--- src/rtl/sar_adc_scan_if.sv ---
// Request and result bus between the multi-channel SAR controller and its neighbours.
// Result side: dout_valid stays high until an edge sees dout_ready; a new result may overwrite an untaken one.
interface sar_adc_scan_if #(
  parameter int WIDTH  = 12,
  parameter int NUM_CH = 4,
  parameter int CH_W   = 2
);
  logic                    start;
  logic                    mode;
  logic [CH_W-1:0]         ch_sel;
  logic [NUM_CH*WIDTH-1:0] vin_bus;
  logic                    busy;
  logic [WIDTH-1:0]        dout;
  logic [CH_W-1:0]         dout_ch;
  logic                    dout_valid;
  logic                    dout_ready;
  logic                    overrun;
  logic                    seq_done;

  modport master (
    output start, mode, ch_sel, vin_bus, dout_ready,
    input  busy, dout, dout_ch, dout_valid, overrun, seq_done
  );

  modport slave (
    input  start, mode, ch_sel, vin_bus, dout_ready,
    output busy, dout, dout_ch, dout_valid, overrun, seq_done
  );
endinterface

--- src/rtl/sar_adc_scan.sv ---
// Multi-channel successive-approximation controller: single-channel or ascending scan,
// one tagged result per channel on a non-stalling valid/ready output with overrun flag.
module sar_adc_scan #(
  parameter int WIDTH         = 12,
  parameter int NUM_CH        = 4,
  parameter int CH_W          = 2,
  parameter int SAMPLE_CYCLES = 1
) (
  input  logic                 clk,
  input  logic                 rst,
  sar_adc_scan_if.slave        bus,
  output logic [1:0]           state_o
);

  localparam int IDX_W = $clog2(WIDTH);
  localparam int CNT_W = (SAMPLE_CYCLES > 1) ? $clog2(SAMPLE_CYCLES) : 1;

  typedef enum logic [1:0] {
    S_IDLE    = 2'd0,
    S_SAMPLE  = 2'd1,
    S_CONVERT = 2'd2
  } state_t;

  state_t             state_q, state_d;
  logic               mode_q, mode_d;
  logic [CH_W-1:0]    ch_q, ch_d;
  logic [CNT_W-1:0]   cnt_q, cnt_d;
  logic [IDX_W-1:0]   idx_q, idx_d;
  logic [WIDTH-1:0]   sar_q, sar_d;
  logic [WIDTH-1:0]   held_q, held_d;
  logic               busy_q, busy_d;
  logic [WIDTH-1:0]   dout_q, dout_d;
  logic [CH_W-1:0]    dout_ch_q, dout_ch_d;
  logic               dout_valid_q, dout_valid_d;
  logic               overrun_q, overrun_d;
  logic               seq_done_q, seq_done_d;

  logic [WIDTH-1:0]   one_hot;
  logic [WIDTH-1:0]   trial;
  logic [WIDTH-1:0]   sar_next;
  logic               ch_sel_ok;
  logic               last_ch;
  logic               result_load;

  always_ff @(posedge clk or posedge rst) begin
    if (rst) begin
      state_q      <= S_IDLE;
      mode_q       <= 1'b0;
      ch_q         <= '0;
      cnt_q        <= '0;
      idx_q        <= '0;
      sar_q        <= '0;
      held_q       <= '0;
      busy_q       <= 1'b0;
      dout_q       <= '0;
      dout_ch_q    <= '0;
      dout_valid_q <= 1'b0;
      overrun_q    <= 1'b0;
      seq_done_q   <= 1'b0;
    end else begin
      state_q      <= state_d;
      mode_q       <= mode_d;
      ch_q         <= ch_d;
      cnt_q        <= cnt_d;
      idx_q        <= idx_d;
      sar_q        <= sar_d;
      held_q       <= held_d;
      busy_q       <= busy_d;
      dout_q       <= dout_d;
      dout_ch_q    <= dout_ch_d;
      dout_valid_q <= dout_valid_d;
      overrun_q    <= overrun_d;
      seq_done_q   <= seq_done_d;
    end
  end

  // One trial bit per CONVERT edge, MSB first; sar_next already folds in the current decision.
  assign one_hot   = {{(WIDTH-1){1'b0}}, 1'b1} << idx_q;
  assign trial     = sar_q | one_hot;
  assign sar_next  = (held_q >= trial) ? trial : sar_q;
  assign ch_sel_ok = ({1'b0, bus.ch_sel} < (CH_W+1)'(NUM_CH));
  assign last_ch   = (ch_q == CH_W'(NUM_CH - 1));

  always_comb begin
    state_d      = state_q;
    mode_d       = mode_q;
    ch_d         = ch_q;
    cnt_d        = cnt_q;
    idx_d        = idx_q;
    sar_d        = sar_q;
    held_d       = held_q;
    busy_d       = busy_q;
    dout_d       = dout_q;
    dout_ch_d    = dout_ch_q;
    dout_valid_d = dout_valid_q;
    overrun_d    = 1'b0;
    seq_done_d   = 1'b0;
    result_load  = 1'b0;

    case (state_q)
      S_IDLE: begin
        if (bus.start && (bus.mode || ch_sel_ok)) begin
          mode_d  = bus.mode;
          ch_d    = bus.mode ? '0 : bus.ch_sel;
          cnt_d   = '0;
          busy_d  = 1'b1;
          state_d = S_SAMPLE;
        end
      end
      S_SAMPLE: begin
        if (cnt_q == CNT_W'(SAMPLE_CYCLES - 1)) begin
          held_d  = bus.vin_bus[ch_q*WIDTH +: WIDTH];
          sar_d   = '0;
          idx_d   = IDX_W'(WIDTH - 1);
          state_d = S_CONVERT;
        end else begin
          cnt_d = cnt_q + 1'b1;
        end
      end
      S_CONVERT: begin
        sar_d = sar_next;
        idx_d = idx_q - 1'b1;
        if (idx_q == '0) begin
          result_load = 1'b1;
          dout_d      = sar_next;
          dout_ch_d   = ch_q;
          if (mode_q && !last_ch) begin
            ch_d    = ch_q + 1'b1;
            cnt_d   = '0;
            state_d = S_SAMPLE;
          end else begin
            busy_d     = 1'b0;
            seq_done_d = 1'b1;
            state_d    = S_IDLE;
          end
        end
      end
      default: state_d = S_IDLE;
    endcase

    // A landing result wins over acceptance; it only counts as overrun if nobody took the old one.
    if (result_load) begin
      dout_valid_d = 1'b1;
      overrun_d    = dout_valid_q && !bus.dout_ready;
    end else if (dout_valid_q && bus.dout_ready) begin
      dout_valid_d = 1'b0;
    end
  end

  assign bus.busy       = busy_q;
  assign bus.dout       = dout_q;
  assign bus.dout_ch    = dout_ch_q;
  assign bus.dout_valid = dout_valid_q;
  assign bus.overrun    = overrun_q;
  assign bus.seq_done   = seq_done_q;
  assign state_o        = state_q;

endmodule
--- src/flat_wrapper.sv ---
// flat-port wrapper written by rule: the top's interface ports become plain ports
module sar_adc_scan_flat 
#(
  parameter int WIDTH         = 12,
  parameter int NUM_CH        = 4,
  parameter int CH_W          = 2,
  parameter int SAMPLE_CYCLES = 1
)
  (clk, rst, state_o, bus_start, bus_mode, bus_ch_sel, bus_vin_bus, bus_dout_ready, bus_busy, bus_dout, bus_dout_ch, bus_dout_valid, bus_overrun, bus_seq_done);
  sar_adc_scan_if #(.WIDTH(WIDTH), .NUM_CH(NUM_CH), .CH_W(CH_W)) bus_i ();
  input  logic clk;
  input  logic rst;
  output logic [1:0] state_o;
  input wire logic [$bits(bus_i.start)-1:0] bus_start;
  input wire logic [$bits(bus_i.mode)-1:0] bus_mode;
  input wire logic [$bits(bus_i.ch_sel)-1:0] bus_ch_sel;
  input wire logic [$bits(bus_i.vin_bus)-1:0] bus_vin_bus;
  input wire logic [$bits(bus_i.dout_ready)-1:0] bus_dout_ready;
  output wire logic [$bits(bus_i.busy)-1:0] bus_busy;
  output wire logic [$bits(bus_i.dout)-1:0] bus_dout;
  output wire logic [$bits(bus_i.dout_ch)-1:0] bus_dout_ch;
  output wire logic [$bits(bus_i.dout_valid)-1:0] bus_dout_valid;
  output wire logic [$bits(bus_i.overrun)-1:0] bus_overrun;
  output wire logic [$bits(bus_i.seq_done)-1:0] bus_seq_done;
  assign bus_i.start = bus_start;
  assign bus_i.mode = bus_mode;
  assign bus_i.ch_sel = bus_ch_sel;
  assign bus_i.vin_bus = bus_vin_bus;
  assign bus_i.dout_ready = bus_dout_ready;
  assign bus_busy = bus_i.busy;
  assign bus_dout = bus_i.dout;
  assign bus_dout_ch = bus_i.dout_ch;
  assign bus_dout_valid = bus_i.dout_valid;
  assign bus_overrun = bus_i.overrun;
  assign bus_seq_done = bus_i.seq_done;
  sar_adc_scan #(.WIDTH(WIDTH), .NUM_CH(NUM_CH), .CH_W(CH_W), .SAMPLE_CYCLES(SAMPLE_CYCLES)) u_core (.clk(clk), .rst(rst), .bus(bus_i), .state_o(state_o));
endmodule
--- config.mk ---
export PLATFORM = sky130hd
export DESIGN_NAME = sar_adc_scan_flat
export DESIGN_NICKNAME = d
export VERILOG_FILES = /design/src/rtl/sar_adc_scan_if.sv /design/src/rtl/sar_adc_scan.sv /design/src/flat_wrapper.sv
export SDC_FILE = /design/constraint.sdc
export NUM_CORES = 1
export LEC_CHECK = 0
export CORE_UTILIZATION = 40
export CTS_CLUSTER_DIAMETER = 80
export CTS_CLUSTER_SIZE = 12
export DETAILED_ROUTE_END_ITERATION = 8
export GPL_ROUTABILITY_DRIVEN = 0
export PLACE_DENSITY_LB_ADDON = 0.05
export SLEW_MARGIN = 20
export SYNTH_ARGS = -nofsm -noshare
export SYNTH_HDL_FRONTEND = slang
export SYNTH_SLANG_ARGS = --single-unit
--- constraint.sdc ---
create_clock -name clk -period 2.55 [get_ports clk]
set_input_delay 0.3825 -clock clk [delete_from_list [all_inputs] [get_ports clk]]
set_output_delay 0.3825 -clock clk [all_outputs]
set_load 0.005 [all_outputs]
==> metrics.cfg, run 1 <==
[die]
ios=75
coreArea_mm2=0.00698
initial_core_util_pct=42.3
fp.dieH_um=88.0
rows=30
die-area_mm2=0.00774
fp.dieW_um=88.0

[clock_tree]
tritoncts=yes
cts_buffers=5
cts_hold_buffers=0
clock_sinks=51
clk_pin_slew_ns=0.09
htreeDepth=2
cts_root_buf=clkbuf_8
clock_latency_ns=0.29
cts_buffer_depth=2

[final_layout]
antenna_cells=0
num-fill-cells=664
most-common-layout-cells=clkdlybuf4s50_1, dfrtp_1, a21oi_1, ha_1, o21ai_0
area_delta_synth_final_pct=33.3
multiInputGateArea_mm2=0.00155
ff_latch_area_mm2=0.00128
drive_gt1_share_pct=16.9
mostFrequentLayoutCell=clkdlybuf4s50_1
finalNetCount=426

[timing]
hold_slack_ns=0.438
max-slew-margin-rel_pct=58.8
slew_viol_final=0
tightest_slew_ns=0.617
timing.final.crit_share_pct=93.8
timing_hold_violations_final=0
setup_viol=0
finalCriticalPeriod_ns=2.39
fmaxAchievable_mhz=418
clock_skew_ns=0.00997

[routing]
drt_pass1_iterations=4
vias=2323
drt_iter0_drc=120
route.antenna.remaining_nets=0
remaining_drc_errors=0
via_per_inst=5.22
wire_per_inst_um=14.7
routed_wl_um=6550

[synthesis]
syn_nets=344
netlist_top_cells_area=dfrtp_1, ha_1, mux4_2
netlist_instances=266
synth_flop_cell=dfrtp_1
synthDistinctLibCells=41
syn_area_per_cell_um2=11.1
synth-edff-count=0
netlist_area_mm2=0.00296
synth_top_area_share_pct=43.2
synthArstFlopShare_pct=100
yosys_warnings=0
synth-seq-area-share_pct=43.2
synth_largest_area_cell=dfrtp_1
ys_ff_latch=51

[job]
cap_violations=0

[setup_path]
path_cells=inv_1, ha_1, or3b_4, nand2b_1, ha_1, nor3b_1, o21ai_1, buf_4, a21oi_1, a211oi_2
crit_path_end_kind=register
r2r_slack_ns=0.16
critical_path_class=register to register
arrival_ns=2.56
path_common_cell=ha_1
crit_required_ns=2.72
path_max_fanout=8
max_stage_delay_ns=0.45
timing.rr.start=u_core.idx_q[0]
ff2ff_path_depth=10
setup.worst_path.start_class=register
cp_slowest_cell=dfrtp_2
rr_endpoint=u_core.sar_q[9]

[place]
hpwlAfterDp_um=5050
io_buffers=74

[pwr]
p_per_area_mw_per_mm2=766
peakVddDrop_mv=0.398
p_leak_uw=0.00167
total_power_uw=3020

[grt]
grt_util_all_layers_pct=18.8
grt_max_degree=30
antenna_found_initial=0
grt_pass1_vias=2227
gr-total-overflow=0
grt_pass1_wl_um=11200

[run_status]
outcome=finished clean

[worst_hold_path]
worstHoldPathType=input port to async pin

## synthesized netlist by cell type (4+ instances only)
cell and number:
dfrtp_1 51, a21oi_1 33, ha_1 23, o21ai_0 22, mux2_2 17, nor2_1 17, nand2_1 16, mux4_2 12
inv_1 11, a211oi_1 6, clkbuf_1 6, a31oi_1 4, buf_2 4, nand2b_1 4, o211ai_1 4
## critical path: cells and delay by family, from the launching register on
family	cells	cell delay [ns]
AOI/OAI and AO/OA	3	0.38
adders and majority gates	2	0.43
buffers and inverters	2	0.29
DFF	1	0.45
and+or+nand+nor	3	0.71
## final cells by class
class,count,area share [%]
Clock buffer,7,1.94
Clock inverter,1,0.127
Inverter,11,1.05
Multi-Input combinational cell,190,39.4
Sequential cell,51,32.4
Tap cell,96,3.05
Timing Repair Buffer,89,22.0
## metrics by stage
step	worst slack, ns	util, %	area, µm²	setup TNS, ns	std cells
floorplan	0.251	-	2960	0	266
finish	0.159	56.4	3940	0	445
CTS	0.139	56.1	3920	0	443
detailed placement	0.175	55.0	3840	0	435
global route	-0.0100	56.4	3940	-0.0100	445
global placement	0.169	55.0	3840	0	435
## metal layers
metal | wire (µm) | global-route usage (%)
met1 | 3130 | 27.3
met2 | 3120 | 30.0
met3 | 269 | 3.11
met4 | 33 | 3.13
met5 | 0 | 0
## power breakdown
part / total, µW / switching (µW) / internal (µW)
clock network: 443 / 250 / 193
logic: 1510 / 792 / 718
registers: 1060 / 105 / 959
total: 3020 / 1150 / 1870
## cells by family (layout without fill, tap and decap cells)
| kind of cell | after synthesis | after routing | synth area share [%] |
|---|---|---|---|
| AND/OR/NAND/NOR | 53 | 53 | 9.57 |
| AO/OA/AOI/OAI | 82 | 82 | 16.5 |
| buffers and inverters | 25 | 108 | 4.40 |
| multiplexers | 32 | 32 | 16.6 |
| flip-flops | 51 | 51 | 43.2 |
| adder cells (fa/ha/maj) | 23 | 23 | 9.74 |
## state kept, by name (all words and copies together) (netlist names)
name,flops
u_core.state_o,2
u_core.bus.dout_ch,2
u_core.bus.dout,12
u_core.idx_q,4
u_core.bus.dout_valid,1
u_core.bus.busy,1
u_core.mode_q,1
u_core.held_q,12
u_core.sar_q,12
u_core.ch_q,2
u_core.bus.overrun,1
u_core.bus.seq_done,1
## worst max-delay path by stage
stage	startpoint	endpoint	slack [ns]	cells past startpoint
2_1_floorplan	u_core.idx_q[0]	u_core.sar_q[9]	0.25	10
3_3_place_gp	u_core.idx_q[0]	u_core.sar_q[9]	0.17	10
3_5_place_dp	u_core.idx_q[0]	u_core.sar_q[9]	0.17	10
4_1_cts	u_core.idx_q[0]	u_core.sar_q[9]	0.14	10
5_1_grt	u_core.idx_q[1]	u_core.sar_q[7]	-0.01	10
6_report	u_core.idx_q[0]	u_core.sar_q[9]	0.16	10
## repair_timing
action	in CTS	in global routing
resized for setup	0	3
endpoints found under the setup margin	0	11
setup buffers	0	2
No activity file was read; power rests on OpenSTA's default activity.
==> run 2, diff against run 1 <==
--- a/config.mk
+++ b/config.mk
@@ -5,12 +5,15 @@
 export SDC_FILE = /design/constraint.sdc
 export NUM_CORES = 1
 export LEC_CHECK = 0
+export CORE_ASPECT_RATIO = 1.75
+export CORE_MARGIN = 2
 export CORE_UTILIZATION = 40
 export CTS_CLUSTER_DIAMETER = 80
 export CTS_CLUSTER_SIZE = 12
 export DETAILED_ROUTE_END_ITERATION = 8
 export GPL_ROUTABILITY_DRIVEN = 0
 export PLACE_DENSITY_LB_ADDON = 0.05
+export SETUP_SLACK_MARGIN = 0.02
 export SLEW_MARGIN = 20
 export SYNTH_ARGS = -nofsm -noshare
 export SYNTH_HDL_FRONTEND = slang
==> run 2 against run 1 <==
  * Power is 4.7% higher
  * Design area up 1.6%
  * Sequential power about the same
  * Critical path type unchanged
  * Critical endpoint is now u_core.sar_q[8]
==> metrics.cfg, run 2 (synthesis results as in run 1) <==
[grt]
gr-usage-met3_pct=3.15
met1_usage_pct=22.3
grt_pass1_wl_um=12000
busiest_layer=met2
grt_max_degree=21
antenna_found_initial=0
grt_pass1_vias=2487
gr-total-overflow=0
grt_util_all_layers_pct=19.5
use_met2_pct=34.7

[clock_tree]
cts_hold_buffers=0
clock_latency_ns=0.29
tritoncts=yes
clock_sinks=51
cts_root_buf=clkbuf_16
htreeDepth=2
clk_pin_slew_ns=0.06
cts_buffers=5
cts_buffer_depth=2

[die]
initial_core_util_pct=41.1
rows=41
fp.dieH_um=118
ios=75
coreArea_mm2=0.00718
fp.dieW_um=69.0
die-area_mm2=0.00812

[place]
io_buffers=74
hpwlAfterDp_um=5610
post_dp_cell_area_mm2=0.00385
pre_cts_ws_ns=0.0919

[setup_path]
r2r_slack_ns=0.16
rr_endpoint=u_core.sar_q[8]
cp_top_family=simple AND/OR/NAND/NOR gates
path_cells=inv_1, ha_1, or3b_4, nand2b_1, ha_1, nor3b_1, o21ai_1, buf_4, a21oi_1, a211oi_2
setup.worst_path.start_class=register
arrival_ns=2.56
crit_buf_inv=2
cp_slowest_cell=dfrtp_1
max_stage_delay_ns=0.42
ff2ff_path_depth=10
crit_path_end_kind=register
critical_path_class=register to register
path_max_fanout=13
timing.rr.start=u_core.idx_q[1]
path_common_cell=ha_1
crit_required_ns=2.72

[pwr]
total_power_uw=3160
peakVddDrop_mv=0.499
p_per_area_mw_per_mm2=789
p_leak_uw=0.00171

[timing]
finalCriticalPeriod_ns=2.39
setup_viol=0
clock_skew_ns=0.00465
tightest_slew_ns=0.565
timing_hold_violations_final=0
timing.final.crit_share_pct=93.8
slew_viol_final=0
setup_tns_ns=0
worst_slack_ns=0.157
max-slew-margin-rel_pct=62.3
rsz0062_at_grt=false
fmaxAchievable_mhz=418

[final_layout]
area_delta_synth_final_pct=35.5
drive_gt1_share_pct=18.3
finalNetCount=429
multiInputGateArea_mm2=0.00156
num-fill-cells=640
mostFrequentLayoutCell=clkdlybuf4s50_1
fin_area_mm2=0.00400
most-common-layout-cells=clkdlybuf4s50_1, dfrtp_1, a21oi_1, ha_1, o21ai_0
antenna_cells=0
ff_latch_area_mm2=0.00128

[job]
cap_violations=0

[routing]
remaining_drc_errors=0
routed_wl_um=7020
via_per_inst=5.51
wire_per_inst_um=16.1
route.antenna.remaining_nets=0
drt_iter0_drc=183
vias=2403
drt_pass1_iterations=4

[run_status]
outcome=finished clean

[worst_hold_path]
worstHoldPathType=input port to async pin

## run 2: repair_timing
item / CTS / global route
setup endpoints to repair: 0 / 16
resized for setup: 0 / 6
setup buffers: 0 / 1
## run 2: area by class of cell
class	instances	share of cell area [%]
clock buffers	6	3.22
repair buffers	92	22.2
flip-flops and latches	51	31.9
inverters	11	1.03
multi-input cells	190	39.0
well taps	86	2.69
## run 2: metal layers
metal | vias up | share of wire [%] | wire (µm)
met1 | 1160 | 36 | 2560
met4 | 0 | 2.6 | 183
met2 | 90 | 56 | 3940
met3 | 10 | 4.8 | 338
met5 | - | 0 | 0
li1 | 1143 | - | -
## run 2: worst max-delay path by stage
stage / endpoint / start / depth (start not counted)
6_report: u_core.sar_q[8] / u_core.idx_q[1] / 10
5_1_grt: u_core.sar_q[11] / u_core.idx_q[1] / 10
4_1_cts: u_core.bus.dout[0] / u_core.idx_q[0] / 10
3_5_place_dp: u_core.sar_q[4] / u_core.idx_q[0] / 10
3_3_place_gp: u_core.bus.dout[0] / u_core.idx_q[0] / 10
2_1_floorplan: u_core.sar_q[9] / u_core.idx_q[0] / 10
## run 2: through the flow
step | instances | hold WS [ns] | util [%]
floorplan | 266 | 0.473 | -
global placement | 429 | 0.460 | 53.7
detailed placement | 429 | 0.474 | 53.7
CTS | 435 | 0.431 | 55.5
global route | 436 | 0.472 | 55.7
finish | 436 | 0.415 | 55.7
## run 2: report_power, final
| group | switching [µW] | internal [µW] | total, µW |
|---|---|---|---|
| Clock | 267 | 353 | 620 |
| Combinational | 776 | 699 | 1480 |
| Sequential | 104 | 961 | 1060 |
| Total | 1150 | 2010 | 3160 |
